`src/rtl/playlist_sequencer_pkg.sv`:
```
// -----------------------------------------------------------------------------
// playlist_sequencer_pkg
// Shared player definitions: sequencer state encodings, default song count,
// song index width and the wrapping song-increment helper.
// -----------------------------------------------------------------------------
package playlist_sequencer_pkg;

  typedef enum logic [1:0] {
    ST_PAUSED  = 2'b00,
    ST_PLAYING = 2'b01,
    ST_FLUSH   = 2'b10,
    ST_GAP     = 2'b11
  } state_e;

  localparam int DEFAULT_NUM_SONGS = 4;
  localparam int SONG_W            = 2;

  // Next song index, wrapping after the last song in the ROM.
  function automatic logic [SONG_W-1:0] song_inc(input logic [SONG_W-1:0] s,
                                                 input int num_songs);
    return (int'(s) == num_songs - 1) ? '0 : s + SONG_W'(1);
  endfunction

endpackage

```
`src/rtl/playlist_sequencer_rise_detect.sv`:
```
// -----------------------------------------------------------------------------
// playlist_sequencer_rise_detect
// One-flop rising-edge detector. A level held high produces a single pulse.
//   clk    : system clock
//   reset  : asynchronous active-high reset (history cleared to 0)
//   sig_i  : level input
//   rise_o : high for the cycle in which sig_i is 1 and was 0 last cycle
// -----------------------------------------------------------------------------
module playlist_sequencer_rise_detect (
  input  logic clk,
  input  logic reset,
  input  logic sig_i,
  output logic rise_o
);

  logic sig_d, sig_q;

  assign sig_d = sig_i;

  // NOTE: sequential state uses non-blocking assignments so every flop
  // samples the pre-edge values of its inputs.
  always_ff @(posedge clk or posedge reset) begin
    if (reset) sig_q <= 1'b0;
    else       sig_q <= sig_d;
  end

  assign rise_o = sig_i & ~sig_q;

endmodule

```
`src/rtl/playlist_sequencer.sv`:
```
// -----------------------------------------------------------------------------
// playlist_sequencer
// Song selection and play/pause controller for the music player. Drives the
// song_reader play/song inputs, emits a one-cycle flush pulse on every song
// change and auto-advances on song completion with an optional silent gap.
//
// Configuration macro:
//   PLAYLIST_LOOP_EN : defined  -> finishing the last song wraps to song 0 and
//                                  keeps playing (gap applies)
//                      undefined-> finishing the last song selects song 0,
//                                  flushes and stops in PAUSED
//
// Ports:
//   clk          : system clock
//   reset        : asynchronous active-high reset
//   play_button  : one-cycle pulse, toggles play/pause
//   next_button  : one-cycle pulse, skip to next song (always wraps)
//   song_done    : level from song_reader, only its rising edge is used
//   play         : high only in PLAYING
//   song         : current song index
//   reset_player : one-cycle flush pulse (FLUSH state)
//   busy         : high in FLUSH or GAP
// -----------------------------------------------------------------------------
module playlist_sequencer
  import playlist_sequencer_pkg::*;
#(
  parameter int NUM_SONGS  = DEFAULT_NUM_SONGS,
  parameter int GAP_CYCLES = 16
) (
  input  logic              clk,
  input  logic              reset,
  input  logic              play_button,
  input  logic              next_button,
  input  logic              song_done,
  output logic              play,
  output logic [SONG_W-1:0] song,
  output logic              reset_player,
  output logic              busy
);

  localparam int CNT_W = (GAP_CYCLES > 0) ? $clog2(GAP_CYCLES + 1) : 1;
  localparam logic [CNT_W-1:0]  GAP_LOAD  = CNT_W'(GAP_CYCLES - 1);
  localparam logic [SONG_W-1:0] LAST_SONG = SONG_W'(NUM_SONGS - 1);
`ifdef PLAYLIST_LOOP_EN
  localparam bit LOOP_EN = 1'b1;
`else
  localparam bit LOOP_EN = 1'b0;
`endif

  state_e            state_d, state_q;
  logic [SONG_W-1:0] song_d, song_q;
  logic              resume_d, resume_q;  // play again after the flush
  logic              auto_d, auto_q;      // flush came from auto-advance
  logic [CNT_W-1:0]  cnt_d, cnt_q;
  logic              done_rise;

  playlist_sequencer_rise_detect u_done_rise (
    .clk    (clk),
    .reset  (reset),
    .sig_i  (song_done),
    .rise_o (done_rise)
  );

  // NOTE: every variable gets a hold-value default first so no path through
  // the case statement can infer a latch.
  always_comb begin
    state_d  = state_q;
    song_d   = song_q;
    resume_d = resume_q;
    auto_d   = auto_q;
    cnt_d    = cnt_q;
    // Priority in every state: next_button > done_rise > play_button.
    case (state_q)
      ST_PAUSED: begin
        if (next_button) begin
          song_d   = song_inc(song_q, NUM_SONGS);
          resume_d = 1'b0;
          auto_d   = 1'b0;
          state_d  = ST_FLUSH;
        end else if (play_button) begin
          state_d = ST_PLAYING;
        end
      end
      ST_PLAYING: begin
        if (next_button) begin
          song_d   = song_inc(song_q, NUM_SONGS);
          resume_d = 1'b1;
          auto_d   = 1'b0;
          state_d  = ST_FLUSH;
        end else if (done_rise) begin
          if (song_q == LAST_SONG && !LOOP_EN) begin
            song_d   = '0;
            resume_d = 1'b0;
            auto_d   = 1'b0;
          end else begin
            song_d   = song_inc(song_q, NUM_SONGS);
            resume_d = 1'b1;
            auto_d   = 1'b1;
          end
          state_d = ST_FLUSH;
        end else if (play_button) begin
          state_d = ST_PAUSED;
        end
      end
      ST_FLUSH: begin
        if (auto_q && GAP_CYCLES > 0) begin
          state_d = ST_GAP;
          cnt_d   = GAP_LOAD;
        end else begin
          state_d = resume_q ? ST_PLAYING : ST_PAUSED;
        end
      end
      ST_GAP: begin
        if (next_button) begin
          song_d   = song_inc(song_q, NUM_SONGS);
          resume_d = 1'b1;
          auto_d   = 1'b0;
          state_d  = ST_FLUSH;
        end else if (play_button) begin
          state_d = ST_PAUSED;  // gap cancelled, new song kept
        end else if (cnt_q == '0) begin
          state_d = ST_PLAYING;
        end else begin
          cnt_d = cnt_q - CNT_W'(1);
        end
      end
      default: state_d = ST_PAUSED;
    endcase
  end

  always_ff @(posedge clk or posedge reset) begin
    if (reset) begin
      state_q  <= ST_PAUSED;
      song_q   <= '0;
      resume_q <= 1'b0;
      auto_q   <= 1'b0;
      cnt_q    <= '0;
    end else begin
      state_q  <= state_d;
      song_q   <= song_d;
      resume_q <= resume_d;
      auto_q   <= auto_d;
      cnt_q    <= cnt_d;
    end
  end

  // Moore outputs decoded straight from the state register.
  assign play         = (state_q == ST_PLAYING);
  assign reset_player = (state_q == ST_FLUSH);
  assign busy         = (state_q == ST_FLUSH) || (state_q == ST_GAP);
  assign song         = song_q;

endmodule

```
`config.mk`:
```
export PLATFORM = sky130hd
export DESIGN_NAME = playlist_sequencer
export DESIGN_NICKNAME = d
export VERILOG_FILES = /design/src/rtl/playlist_sequencer_pkg.sv /design/src/rtl/playlist_sequencer_rise_detect.sv /design/src/rtl/playlist_sequencer.sv
export SDC_FILE = /design/constraint.sdc
export NUM_CORES = 1
export LEC_CHECK = 0
export ABC_CLOCK_PERIOD_IN_PS = 2650
export BUFFER_PORTS_ARGS = -buffer_cell sky130_fd_sc_hd__buf_2
export CAP_MARGIN = 30
export CELL_PAD_IN_SITES_DETAIL_PLACEMENT = 1
export CELL_PAD_IN_SITES_GLOBAL_PLACEMENT = 1
export CORE_MARGIN = 4
export CORE_UTILIZATION = 45
export CTS_CLUSTER_SIZE = 16
export DETAILED_ROUTE_END_ITERATION = 16
export HOLD_SLACK_MARGIN = 0.08
export PLACE_DENSITY_LB_ADDON = 0.1
export SYNTH_ARGS = -nofsm -noshare
export SYNTH_HDL_FRONTEND = slang
export SYNTH_SLANG_ARGS = --single-unit
export TNS_END_PERCENT = 30
```
`constraint.sdc`:
```
create_clock -name clk -period 2.65 [get_ports clk]
set_input_delay 0.3975 -clock clk [delete_from_list [all_inputs] [get_ports clk]]
set_output_delay 0.3975 -clock clk [all_outputs]
set_load 0.1 [all_outputs]
```
* After elaboration in Yosys (flattened, before gate mapping)
Index checks and enable logic that the tools add are counted.
** Storage, ports and cells
- Input bits :: 5
- Bits in registers :: 12
- Output and inout bits :: 5
** Cells by class
- Reductions and logical operators :: 11
- Muxes and demuxes :: 30
- Bitwise logic cells :: 2
- Add/subtract/negate cells :: 2
- Eq/ne operators :: 16
** Operators by type and width (number)
- 2-bit 2-to-1 mux :: 14
- 5-bit 2-to-1 mux :: 4
- 2-bit != test (second input constant) :: 5
- 5-bit case mux with 2 select lines :: 1
- 2-bit case mux with 4 select lines :: 1
- 1-bit 2-to-1 mux :: 7
- 2-bit == test (second input constant) :: 3
- 3-bit AND reduction :: 2
- 5-bit zero test :: 1
- 5-bit AND reduction :: 1
- 5-bit by 1-bit subtractor with 5-bit output (second input constant) :: 1
- 2-bit by 1-bit == test with 1-bit output (second input constant) :: 2
- 2-bit by 1-bit != test with 1-bit output (second input constant) :: 2
- 4-bit by 3-bit != test with 1-bit output (second input constant) :: 1
- 4-bit != test (second input constant) :: 1
- 2-bit case mux with 2 select lines :: 1
- 4-bit AND reduction :: 1
- 2-bit nonzero test :: 2
- 3-bit by 2-bit != test with 1-bit output (second input constant) :: 1
- 3-bit != test (second input constant) :: 1
- 1-bit case mux with 3 select lines :: 1
- 3-bit nonzero test :: 1
- 2-bit by 1-bit adder with 2-bit output (second input constant) :: 1
- 2-bit zero test :: 1
- other kinds (5) :: 5

* Longest topological paths before layout
- Word-level depth :: 6
- Depth in mapped cells :: 6
- Mapped depth without buffers :: 6

* Cells and area by module
From an unflattened synthesis, not the netlist that was laid out.
** Second synthesis, totals
- Cell total of the unflattened synthesis :: 83
- Area total of the unflattened synthesis :: 798.3 um^2
** By module, submodules not included
- playlist_sequencer :: times used 1, area an instance 755.7 um^2, seq. area each 275.3 um^2, cells each 80
- playlist_sequencer_rise_detect :: times used 1, area an instance 42.5 um^2, seq. area each 25.0 um^2, cells each 3

* Worst setup path after synthesis
Ideal clock, no wire load.
- Kind :: flip-flop to output port
- Start point :: register state_q[0]
- End point :: output port busy
- Data arrival time :: 2.159 ns
- Cell stages (with the launch flop) :: 5
- Buffers on the path :: 0
- Data required time :: 2.253 ns
- Path slack :: 0.094 ns
- Cells stage by stage :: dfrtp_1 inv_1 ha_1 nor2_1 inv_1
** On the way
- Cells in the longest elaborated chain, start to end :: 2
- Elaborated cells between the ends (all ways) :: 3
- Those cells by class :: 2 x eq/ne; 1 x reduce/logical
** Ends and longest elaborated chain
- start, declared :: line playlist_sequencer.sv:50 : state_e state_d, state_q;
- start signal, assigned :: line playlist_sequencer.sv:139 : state_q <= state_d;
- 2-bit == test
- named net reset_player :: line playlist_sequencer.sv:37 : output logic reset_player,
- 1-bit logical OR :: line playlist_sequencer.sv:150 : assign busy = (state_q == ST_FLUSH) || (state_q == ST_GAP);
- end, declared :: line playlist_sequencer.sv:38 : output logic busy
The timed path passes the listed nets, and every way through them passes these cells.

* Final worst setup path
- Start point :: register state_q[0]
- End point :: output port busy
** On the way
- Cells in the longest elaborated chain, start to end :: 2
- Elaborated cells between the ends (all ways) :: 3
- Those cells by class :: 2 x eq/ne; 1 x reduce/logical
** Ends and longest elaborated chain (line)
- 2-bit == test :: playlist_sequencer.sv:150
- 1-bit logical OR * :: playlist_sequencer.sv:150
Mark *: on every way between the ends. The rest lies on a longest branch, timed or not.

==> results_dict.tcl <==
set metrics [dict create \
    status "completed" \
    critical_path_class "reg -> out" \
    numCtsBuffers 3 \
    hold_viol_final 0 \
    final_cell_mix "12 x dfrtp_1, 11 x inv_1, 9 x buf_2" \
    setup_viol 0 \
    synth_top_area_cell "dfrtp_1" \
    drt_wl_total_um 1890 \
    cts.root.buffer_cell "clkbuf_4" \
    path_clk_slew_ps 70 \
    route.vias.total 678 \
    crit_chain "ha_1 > nor2_1 > inv_1 > buf_2" \
    grt-ovfl-total 0 \
    synth_mux_area_frac 0.0815 \
    grt_pass1_wl_um 3410 \
    synth_xor_area_frac 0 \
    cts_sinks 12 \
    required_ps 2250 \
    clk_latency_ps 280 \
    ys_seq_area_frac 0.376 \
    ys_seq_elements 12 \
    finalCritPeriodShare 0.850 \
    io_pins 10 \
    critPathArrivalTime_ps 1850 \
    fin_nets 111 \
    yosys.area_share.simple 0.176 \
    end_kind "output port" \
    min_period_ps 2250 \
    final_max_slew_viol_count 0 \
    ys_warn_count 0 \
    htreeDepth 1 \
    dieArea_um2 2510 \
    timing.fmax_ghz 0.444 \
    tns_ps 0 \
    maxSlewHeadroom 0.650 \
    firstDrtPassIters 4 \
    critPathSlowestCell "ha_1" \
    maxCapViolations 0 \
    rsz0062_at_grt "no" \
    synth_top_family_by_area "compound AO/OA/AOI/OAI gates" \
    postCtsResizedCells 0 \
    worst_hold_slack_ps 124 \
    hpwl_um 1440 \
    antenna_found_initial 0 \
    synth_compound_area_frac 0.216 \
    tightest_slew_ps 525 \
    drc 0 \
    holdCritPathClass "in -> async" \
    crit_fanout 15 \
    first_global_vias 701 \
    synth.avg_cell_area_um2 9.18 \
    synth_cells 87 \
    avgRoutedWirePerCell_um 15.5 \
    synth_cell_type_count 33 \
    ant_nets 0 \
    fin_skew_ps 1.44 \
    drive_gt1_frac 0.204 \
    antenna_cells 0 \
    die_x_um 50.1 \
    cts.path.max_buffers 2 \
    cts_tree "done" \
    routed_via_density 5.56 \
    gp_congestion 0.754 \
    synthAdderAreaFrac 0.0940 \
    coreArea_um2 1590 \
    synth.top_cells.by_area "dfrtp_1 38%, ha_1 9.4%, inv_1 5.2%" \
    syn_area_um2 798 \
    synth_top_area_share 0.376 \
    crit_path_start_kind "register" \
    syn-num-nets 98 \
    grt_use_total 0.181 \
    cts_hold_repair.buffers 0 \
    drt_iter0_drc 11 \
    syn_to_final_growth_pct 11.8 \
    grt_max_degree 16 \
    rows 14 \
    final_common_cell "dfrtp_1" \
    die_h_um 50.1 \
    start_util 0.501 \
    final_area_um2 892 \
    placed_area_um2 870 \
    max_stage_delay_ps 510 \
    cts_setup_buffers 0 \
    port_buffers 9 \
]
==> Yosys cell counts <==
master and number:
a211oi_1 2, and3_2 1, nand2b_1 3, nand3_1 4, nor3b_1 1, nand2_2 1, a21bo_2 1, a21boi_0 1
nand2_1 3, ha_1 6, o21a_1 1, a211o_1 1, mux2i_1 2, mux2_1 2, o311ai_0 1, nor2b_1 1
and3_1 1, o31ai_1 2, dfrtp_1 12, o21bai_1 1, o22ai_1 2, a21boi_2 1, nor2_1 7, a21oi_1 8
or4b_4 1, or3_1 1, clkbuf_1 1, o221a_2 1, o211ai_1 1, inv_1 11, mux2_2 2, nor3_1 2
o21ai_0 2
==> final cells by class <==
| type | instances | area [µm²] |
|---|---|---|
| clock buffer | 3 | 22.5 |
| fill | 191 | 702 |
| inverter | 11 | 41.3 |
| multi-input combinational | 63 | 453 |
| sequential | 12 | 300 |
| tap | 24 | 30.0 |
| timing repair buffer | 9 | 45.0 |
==> per-layer routing <==
| layer | track usage | vias up | wire length [µm] |
|---|---|---|---|
| li1 | - | 332 | - |
| met1 | 0.236 | 330 | 935 |
| met2 | 0.291 | 11 | 863 |
| met3 | 0.0301 | 5 | 52 |
| met4 | 0.0829 | 0 | 38 |
| met5 | 0 | - | 0 |
==> per-stage QoR <==
step	util	setup WS, ps	std cells
3_5_place_dp	0.546	710	119
5_1_grt	0.560	278	122
2_1_floorplan	-	93.9	87
4_1_cts	0.560	391	122
3_3_place_gp	0.546	770	119
6_report	0.560	398	122
==> worst max-delay path, delay by kind of cell (launching register included) <==
family	cells	cell delay [ps]
buf+inv	2	500
flops	1	400
fa+ha+maj	1	510
simple gates	1	160
==> kinds of logic (layout without fill, tap and decap cells) <==
kind of cell,after synthesis,after routing
muxes,6,6
AOI/OAI and AO/OA,25,25
and+or+nand+nor,26,26
buffers and inverters,12,23
DFF,12,12
adders and majority gates,6,6
==> state kept, by name, indices dropped and copies added, names as in the netlist <==
register	cells
auto_q	1
cnt_q	5
resume_q	1
song	2
state_q	2
u_done_rise.sig_q	1
==> final timing paths <==
kind	startpoint	to	slack [ps]	cells past startpoint
min	reset	cnt_q[4]	120	2
min reg2reg	song[1]	song[1]	530	1
max reg2reg	cnt_q[0]	state_q[0]	840	6
max	state_q[0]	busy	400	4
min in group clk	song_done	u_done_rise.sig_q	250	1
max in group asynchronous	reset	auto_q	2190	2
Power is left out: the tool's default activity adds up to more than one toggle a clock period on the data nets, which glitch-free logic cannot reach.
